--- src/rtl/key_pkg.sv ---
// Shared types and default timing for the key_repeat slice.
package key_pkg;

  typedef enum logic [1:0] {
    IDLE   = 2'd0,
    DELAY  = 2'd1,
    REPEAT = 2'd2
  } key_state_t;

`ifdef SIM
  localparam int unsigned KEY_DELAY_CYCLES = 6;
  localparam int unsigned KEY_RATE_CYCLES  = 3;
  localparam int unsigned KEY_CNT_BITS     = 4;
`else
  localparam int unsigned KEY_DELAY_CYCLES = 16_250_000;
  localparam int unsigned KEY_RATE_CYCLES  = 5_000_000;
  localparam int unsigned KEY_CNT_BITS     = 24;
`endif

endpackage

--- src/rtl/key_edge.sv ---
// Registered rise/fall detector for a clean, synchronous key level.
// Ports: Clk, Reset (sync, active-high), key_in (level), key_d (delayed
// level), rise / fall (one-cycle registered edge strobes).
module key_edge (
  input  logic Clk,
  input  logic Reset,
  input  logic key_in,
  output logic key_d,
  output logic rise,
  output logic fall
);

  // Edge strobes are registered so that the downstream output registers
  // see them one cycle after the level was sampled.
  always_ff @(posedge Clk) begin
    if (Reset) begin
      key_d <= 1'b0;
      rise  <= 1'b0;
      fall  <= 1'b0;
    end else begin
      key_d <= key_in;
      rise  <= key_in & ~key_d;
      fall  <= ~key_in & key_d;
    end
  end

endmodule

--- src/rtl/key_repeat.sv ---
// Turns a debounced button level into press/release/typematic-repeat pulses.
// Ports: Clk, Reset (sync, active-high), KeyClean (level), RepeatEn,
// KeyPress / KeyRelease / KeyRepeat / KeyEvent (one-cycle pulses), KeyHeld.
module key_repeat
  import key_pkg::*;
#(
  parameter int unsigned DELAY_CYCLES = KEY_DELAY_CYCLES,
  parameter int unsigned RATE_CYCLES  = KEY_RATE_CYCLES,
  parameter int unsigned CNT_BITS     = KEY_CNT_BITS
) (
  input  logic Clk,
  input  logic Reset,
  input  logic KeyClean,
  input  logic RepeatEn,
  output logic KeyPress,
  output logic KeyRelease,
  output logic KeyRepeat,
  output logic KeyEvent,
  output logic KeyHeld
);

  localparam logic [CNT_BITS-1:0] DELAY_LOAD = CNT_BITS'(DELAY_CYCLES - 1);
  localparam logic [CNT_BITS-1:0] RATE_LOAD  = CNT_BITS'(RATE_CYCLES - 1);

  logic                key_d;
  logic                rise;
  logic                fall;
  key_state_t          state;
  key_state_t          state_nxt;
  logic [CNT_BITS-1:0] count;
  logic [CNT_BITS-1:0] count_nxt;
  logic                press_nxt;
  logic                release_nxt;
  logic                repeat_nxt;

  key_edge u_edge (
    .Clk    (Clk),
    .Reset  (Reset),
    .key_in (KeyClean),
    .key_d  (key_d),
    .rise   (rise),
    .fall   (fall)
  );

  always_comb begin
    state_nxt   = state;
    count_nxt   = count;
    press_nxt   = rise;
    release_nxt = fall;
    repeat_nxt  = 1'b0;
    case (state)
      IDLE: begin
        if (rise) begin
          count_nxt = DELAY_LOAD;
          state_nxt = DELAY;
        end
      end
      DELAY, REPEAT: begin
        // A release takes priority over an expiring count.
        if (fall) begin
          state_nxt = IDLE;
        end else if (count == '0) begin
          count_nxt  = RATE_LOAD;
          state_nxt  = REPEAT;
          repeat_nxt = RepeatEn;
        end else begin
          count_nxt = count - CNT_BITS'(1);
        end
      end
      default: state_nxt = IDLE;
    endcase
  end

  always_ff @(posedge Clk) begin
    if (Reset) begin
      state      <= IDLE;
      count      <= '0;
      KeyPress   <= 1'b0;
      KeyRelease <= 1'b0;
      KeyRepeat  <= 1'b0;
      KeyEvent   <= 1'b0;
      KeyHeld    <= 1'b0;
    end else begin
      state      <= state_nxt;
      count      <= count_nxt;
      KeyPress   <= press_nxt;
      KeyRelease <= release_nxt;
      KeyRepeat  <= repeat_nxt;
      KeyEvent   <= press_nxt | repeat_nxt;
      KeyHeld    <= key_d;
    end
  end

endmodule
--- config.mk ---
export PLATFORM = sky130hd
export DESIGN_NAME = key_repeat
export DESIGN_NICKNAME = d
export VERILOG_FILES = /design/src/rtl/key_pkg.sv /design/src/rtl/key_edge.sv /design/src/rtl/key_repeat.sv
export SDC_FILE = /design/constraint.sdc
export NUM_CORES = 1
export LEC_CHECK = 0
export ABC_CLOCK_PERIOD_IN_PS = 2140
export BUFFER_PORTS_ARGS = -buffer_cell sky130_fd_sc_hd__buf_2
export CAP_MARGIN = 20
export CORE_UTILIZATION = 30
export DETAILED_ROUTE_END_ITERATION = 7
export GPL_TIMING_DRIVEN = 0
export PLACE_DENSITY = 0.47
export SLEW_MARGIN = 20
export SYNTH_ARGS = -nofsm -noshare
export SYNTH_HDL_FRONTEND = slang
export SYNTH_SLANG_ARGS = --single-unit
--- constraint.sdc ---
create_clock -name Clk -period 2.14 [get_ports Clk]
set_clock_uncertainty 0.1 [all_clocks]
set_input_delay 0.428 -clock Clk [delete_from_list [all_inputs] [get_ports Clk]]
set_output_delay 0.428 -clock Clk [all_outputs]
set_load 0.02 [all_outputs]
==> flow_summary_export.csv, run 1 <==
group,metric,value,unit
yosys,ys_async_sr_fraction,0,
pwr,p_per_area,893,mW/mm^2
hold_path,hp-class,"input pin to register",
cells_and_area,finalNetCount,252,
yosys,syn_area,0.00187,sq mm
worst_setup_path,cp-end-kind,"register",
yosys,synth_cell_types,52,
yosys,yosys_register_bits,34,
yosys,synthFlopType,"dfxtp_1",
clocking,h-tree-depth,2,
grt,grt_max_degree,13,
place,routabilityCongestion,0.798,
worst_setup_path,worstPathMaxFanout,9,
place,dp_cells,299,
die,initial_core_util,0.314,
clocking,cts_buffer_depth,2,
sta,drv_slew,0,
die,die_x,81.0,microns
cells_and_area,syn_to_final_growth,29.9,%
sta,timing.final.crit_share,0.995,
sta,hold_viol_final,0,
worst_setup_path,start_kind,"register",
route,post_drt_wl_per_cell,17.6,microns
die,rows,28,
pwr,p_leak,0.918,nW
clocking,clkSlewWorstSetupHoldPaths,0.08,ns
grt,antenna_found_initial,0,
worst_setup_path,cp_data_arrival_time,2.26,ns
grt,grtUsageMet1,0.258,
pwr,ir_worst_vdd,0.377,mV
sta,setup_viol,0,
sta,max_freq,0.470,GHz
sta,grt_setup_unrepaired,"true",
sta,max_slew_margin,0.611,
grt,grt_pass1_wl,9090,microns
hold_path,min_to,"u_edge.fall$_SDFF_PP0_",
worst_setup_path,cp_slowest_cell,"or4b_4",
clocking,clock_latency,0.29,ns
grt,busiest_layer,"met2",
grt,grt_use_met3,0.0371,
clocking,numCtsBuffers,5,
route,vias,1809,
worst_setup_path,worstSetupPathType,"register to register",
sta,fin_setup_tns,0,ns
grt,grt_use_met2,0.282,
hold_path,holdPathStages,2,
clocking,cts-root-buf,"clkbuf_8",
cells_and_area,final_layout_size_suffix_gt1_frac,0.341,
job,drv_cap,0,
route,drcViolationCount,0,
place,post-dp-hpwl,3670,microns
grt,track_usage,0.185,
route,post_drt_via_cell_ratio,5.64,
route,firstDrtPassIters,4,
worst_setup_path,r2r-end,"count[22]$_SDFFE_PP0P_",
yosys,synth_edf_count,0,
worst_setup_path,r2r_cells,5,
clocking,clock-sinks,34,
worst_setup_path,crit_chain,"buf_2 -> or4b_4 -> or4_4 -> a211o_1 -> nand3_2",
route,detail-route-antenna-nets,0,
run_status,status,"finished clean",
die,core_area,0.00596,sq mm
die,die_area,0.00656,sq mm
route,totalWireLength,5660,microns
worst_setup_path,crit_required,2.27,ns
die,num_io_pins,9,
hold_path,min_from,"KeyClean",
yosys,avgSynthCellArea,8.63,sq um
sta,max_slew.worst_pin.slew,0.583,ns
die,die_y,81.0,microns
yosys,syn-num-nets,224,
cells_and_area,fin_util,0.408,
place,io_buffer_count,7,
yosys,syn_inst,217,
worst_setup_path,critPathMaxStageDelay,0.60,ns
cells_and_area,fill_cells,613,
worst_setup_path,r2r_slack,0.01,ns
cells_and_area,instances_no_fill,321,
grt,grt_pass1_vias,1696,
yosys,ys_seq_area_frac,0.364,
yosys,ys.warnings.count,0,
route,drtIter0Drc,124,
sta,timing.final.crit_period,2.13,ns
grt,grt.overflow.total,0,
clocking,cts_tree,"yes",
cells_and_area,diodes,0,
worst_setup_path,r2r_start,"count[2]$_SDFFE_PP0P_",
-- sequential cells by signal, indices dropped and copies added, names as in the netlist --
register,flops
u_edge.fall,1
KeyEvent,1
count,24
u_edge.rise,1
state,2
u_edge.key_d,1
KeyHeld,1
KeyRelease,1
KeyPress,1
KeyRepeat,1
-- metal layers --
layer | share of wire | vias up | wire [microns]
met3 | 0.054 | 11 | 307
li1 | - | 892 | -
met4 | 0.020 | 0 | 111
met5 | 0 | - | 0
met1 | 0.47 | 866 | 2680
met2 | 0.45 | 40 | 2560
-- cells in the mapped netlist, types with 4 or more instances --
library cell | instances | area share
inv_1 | 5 | 0.010
dfxtp_1 | 34 | 0.36
a211oi_1 | 4 | 0.016
a31oi_1 | 4 | 0.013
nor3_1 | 16 | 0.043
nor4_1 | 4 | 0.013
a21oi_1 | 15 | 0.040
a32o_1 | 4 | 0.021
nor2_1 | 19 | 0.038
nand3_1 | 6 | 0.016
o21ai_0 | 15 | 0.040
nor3b_1 | 4 | 0.016
clkbuf_1 | 8 | 0.016
nor2b_1 | 7 | 0.023
nand2_1 | 10 | 0.020
nand2b_1 | 5 | 0.017
-- final cells by class --
class | instances | area [sq um] | area share
plain buffers | 12 | 78.8 | 0.0324
well taps | 75 | 93.8 | 0.0386
repair buffers | 21 | 158 | 0.0648
clock buffers | 5 | 68.8 | 0.0283
multi-input cells | 166 | 1270 | 0.524
inverters | 5 | 21.3 | 0.00874
clock inverters | 3 | 45.0 | 0.0185
flip-flops and latches | 34 | 693 | 0.285
-- through the flow --
step	area (sq um)	total power, mW	hold slack (ns)	setup slack, ns
6_report	2430	2.17	0.199	0.0109
5_1_grt	2430	2.30	0.206	-0.0909
3_3_place_gp	2000	1.38	0.291	-0.397
4_1_cts	2240	2.07	0.197	-0.00834
2_1_floorplan	1870	1.23	0.284	0.0733
3_5_place_dp	2000	1.38	0.294	-0.386
-- report_power, final --
| group | internal, mW | switching [mW] | leakage [nW] | total [mW] |
|---|---|---|---|---|
| clock network | 0.347 | 0.270 | 0.0504 | 0.617 |
| registers | 0.696 | 0.0804 | 0.282 | 0.776 |
| logic | 0.332 | 0.448 | 0.586 | 0.779 |
-- how the worst max path moves through the flow --
stage	start	to	cells after the start
4_1_cts	count[0]$_SDFFE_PP0P_	count[18]$_SDFFE_PP0P_	8
2_1_floorplan	count[0]$_SDFFE_PP0P_	state[0]$_SDFFE_PP0P_	7
6_report	count[2]$_SDFFE_PP0P_	count[22]$_SDFFE_PP0P_	5
3_5_place_dp	count[0]$_SDFFE_PP0P_	count[17]$_SDFFE_PP0P_	7
3_3_place_gp	state[0]$_SDFFE_PP0P_	count[7]$_SDFFE_PP0P_	8
5_1_grt	count[4]$_SDFFE_PP0P_	count[13]$_SDFFE_PP0P_	7
-- worst max-delay path, delay by kind of cell, from the launching register on --
family,cells,cell delay (ns)
AOI/OAI and AO/OA,1,0.29
and+or+nand+nor,3,1.22
DFF,1,0.30
buffers and inverters,1,0.17
-- timing repair --
| action | CTS | global route |
|---|---|---|
| endpoints found under the setup margin | 25 | 23 |
| gates resized for setup | 20 | 44 |
| buffers inserted | 7 | 6 |
| pin swaps | 6 | 11 |
| gates cloned | 0 | 1 |
| hold buffers | 0 | 0 |
-- logic make-up (layout without fill, tap and decap cells) --
logic type | Yosys count | count (layout) | share of synthesized area
DFF | 34 | 34 | 0.364
muxes | 2 | 2 | 0.0107
and+or+nand+nor | 95 | 95 | 0.321
buffers and inverters | 17 | 46 | 0.0368
AOI/OAI and AO/OA | 66 | 66 | 0.248
adders and majority gates | 3 | 3 | 0.0201
-- placed cells by master (no fill, tap or decap), types with 4 or more instances in the layout --
cell      instances
nor2b_1           7
buf_2             9
nor3_1           13
nor2_1           14
buf_4            15
dfxtp_1          30
a31oi_1           4
o21ai_0          13
nand3_1           5
nand2_1          10
a211oi_1          4
clkbuf_8          5
nor2_2            4
a21oi_1          13
No activity file was read; power rests on OpenSTA's default activity.
==> inputs of run 2 (changes only) <==
--- a/config.mk
+++ b/config.mk
@@ -11,7 +11,7 @@
 export CORE_UTILIZATION = 30
 export DETAILED_ROUTE_END_ITERATION = 7
 export GPL_TIMING_DRIVEN = 0
-export PLACE_DENSITY = 0.47
+export PLACE_DENSITY_LB_ADDON = 0.12
 export SLEW_MARGIN = 20
 export SYNTH_ARGS = -nofsm -noshare
 export SYNTH_HDL_FRONTEND = slang
==> flow_summary_export.csv, run 2 (synthesis results as in run 1) <==
group,metric,value,unit
run_status,status,"finished clean",
hold_path,hp-class,"input pin to register",
place,post-dp-hpwl,3640,microns
sta,max_freq,0.469,GHz
worst_setup_path,r2r_cells,6,
die,die_area,0.00656,sq mm
die,rows,28,
die,core_area,0.00596,sq mm
worst_setup_path,cp_data_arrival_time,2.23,ns
clocking,numCtsBuffers,5,
grt,grt_max_degree,13,
route,detail-route-antenna-nets,0,
grt,grt_pass1_vias,1693,
grt,antenna_found_initial,0,
cells_and_area,finalNetCount,252,
cells_and_area,final_cell_area,0.00239,sq mm
clocking,clock_latency,0.30,ns
clocking,clkSlewWorstSetupHoldPaths,0.08,ns
sta,drv_slew,0,
place,routabilityCongestion,0.802,
grt,grt_pass1_wl,9020,microns
worst_setup_path,r2r-end,"count[21]$_SDFFE_PP0P_",
clocking,cts_tree,"yes",
grt,grt.overflow.total,0,
sta,max_slew.worst_pin.slew,0.619,ns
sta,timing.final.crit_period,2.13,ns
worst_setup_path,r2r_slack,0.008,ns
cells_and_area,largest_register,"count",
die,num_io_pins,9,
route,totalWireLength,5740,microns
grt,track_usage,0.186,
sta,grt_setup_unrepaired,"true",
clocking,cts_buffer_depth,2,
place,dpl-instance-area,0.00200,sq mm
sta,hold_viol_final,0,
worst_setup_path,crit_required,2.24,ns
cells_and_area,fill_cells,618,
route,post_drt_via_cell_ratio,5.77,
cells_and_area,diodes,0,
hold_path,min_from,"KeyClean",
hold_path,min_to,"u_edge.fall$_SDFF_PP0_",
worst_setup_path,start_kind,"register",
cells_and_area,syn_to_final_growth,27.5,%
route,drcViolationCount,0,
sta,timing.final.crit_share,0.996,
cells_and_area,final_layout_size_suffix_gt1_frac,0.301,
clocking,hold_buffers,0,
pwr,power.total,2.27,mW
job,drv_cap,0,
clocking,cts-root-buf,"clkbuf_8",
worst_setup_path,worstSetupPathType,"register to register",
hold_path,holdPathStages,2,
place,place_ws,-0.371,ns
pwr,intPower,1.47,mW
pwr,pwr-share-comb,0.331,
sta,setup_slack,0.00812,ns
pwr,clockPowerShare,0.326,
cells_and_area,largest_reg_flops,24,
pwr,p_leak,0.904,nW
sta,setup_viol,0,
route,vias,1851,
worst_setup_path,r2r_start,"count[9]$_SDFFE_PP0P_",
die,initial_core_util,0.314,
worst_setup_path,cp-end-kind,"register",
cells_and_area,final_cell_mix,"dfxtp_1 (32), nor2_1 (15), o21ai_0 (15), a21oi_1 (13), buf_4 (13)",
sta,hold_ws,0.194,ns
pwr,p_per_area,949,mW/mm^2
clocking,h-tree-depth,2,
pwr,switching_share,0.349,
sta,max_slew_margin,0.587,
pwr,ir_worst_vdd,0.364,mV
cells_and_area,final_common_cell,"dfxtp_1",
die,die_x,81.0,microns
route,post_drt_wl_per_cell,17.9,microns
cells_and_area,top_regs,"count: 24 flops, state: 2 flops",
place,io_buffer_count,7,
die,die_y,81.0,microns
pwr,switchingPower,0.792,mW
clocking,clock-sinks,34,
route,firstDrtPassIters,4,
worst_setup_path,worstPathMaxFanout,6,
route,drtIter0Drc,115,
pwr,power_frac_seq,0.344,
[run 2: final cells by class]
cell class / instances / area [sq um] / share of cell area
well taps: 75 / 93.8 / 0.0393
clock buffers: 5 / 68.8 / 0.0288
plain buffers: 11 / 58.8 / 0.0246
inverters: 5 / 23.8 / 0.00996
clock inverters: 3 / 68.8 / 0.0288
flip-flops and latches: 34 / 688 / 0.288
multi-input cells: 167 / 1240 / 0.520
repair buffers: 21 / 144 / 0.0603
[run 2: per-stage QoR]
stage	instances	util	setup TNS, ns
3_3_place_gp	299	0.336	-6.18
6_report	321	0.401	0
2_1_floorplan	217	-	0
5_1_grt	321	0.401	-0.280
4_1_cts	316	0.382	0
3_5_place_dp	299	0.336	-5.63
[run 2: worst max path at each step]
stage | slack (ns) | to | cells past startpoint | from
global placement | -0.40 | count[7]$_SDFFE_PP0P_ | 8 | state[0]$_SDFFE_PP0P_
floorplan | 0.07 | state[0]$_SDFFE_PP0P_ | 7 | count[0]$_SDFFE_PP0P_
finish | 0.008 | count[21]$_SDFFE_PP0P_ | 6 | count[9]$_SDFFE_PP0P_
global route | -0.05 | state[0]$_SDFFE_PP0P_ | 6 | count[1]$_SDFFE_PP0P_
detailed placement | -0.37 | count[17]$_SDFFE_PP0P_ | 7 | count[0]$_SDFFE_PP0P_
CTS | 0.00004 | count[18]$_SDFFE_PP0P_ | 8 | count[1]$_SDFFE_PP0P_
[run 2: layer usage]
| metal | vias to the layer above | global-route usage | part of all wire |
|---|---|---|---|
| li1 | 893 | - | - |
| met5 | - | 0 | 0 |
| met3 | 13 | 0.0360 | 0.041 |
| met1 | 903 | 0.247 | 0.48 |
| met4 | 0 | 0.0893 | 0.019 |
| met2 | 42 | 0.287 | 0.46 |
[run 2: repair_timing]
action	in CTS	in global routing
pin swaps	6	13
resized for setup	19	28
buffers inserted	9	5
setup endpoints to repair	25	24
gates cloned	0	1
[run 2: power by group through the flow]
stage	combinational, mW	clock, mW	sequential, mW
6_report	0.749	0.738	0.779
3_5_place_dp	0.597	0	0.780
2_1_floorplan	0.462	0	0.764
4_1_cts	0.676	0.756	0.771
5_1_grt	0.824	0.776	0.788
3_3_place_gp	0.602	0	0.783
[run 2: critical path, cell delays in order (launching register included)]
cell     delay [ns]
dfxtp_1        0.38
nor4_4         0.38
buf_4          0.18
or2b_1         0.29
nor4_1         0.42
mux2i_1        0.23
nor3_1         0.06
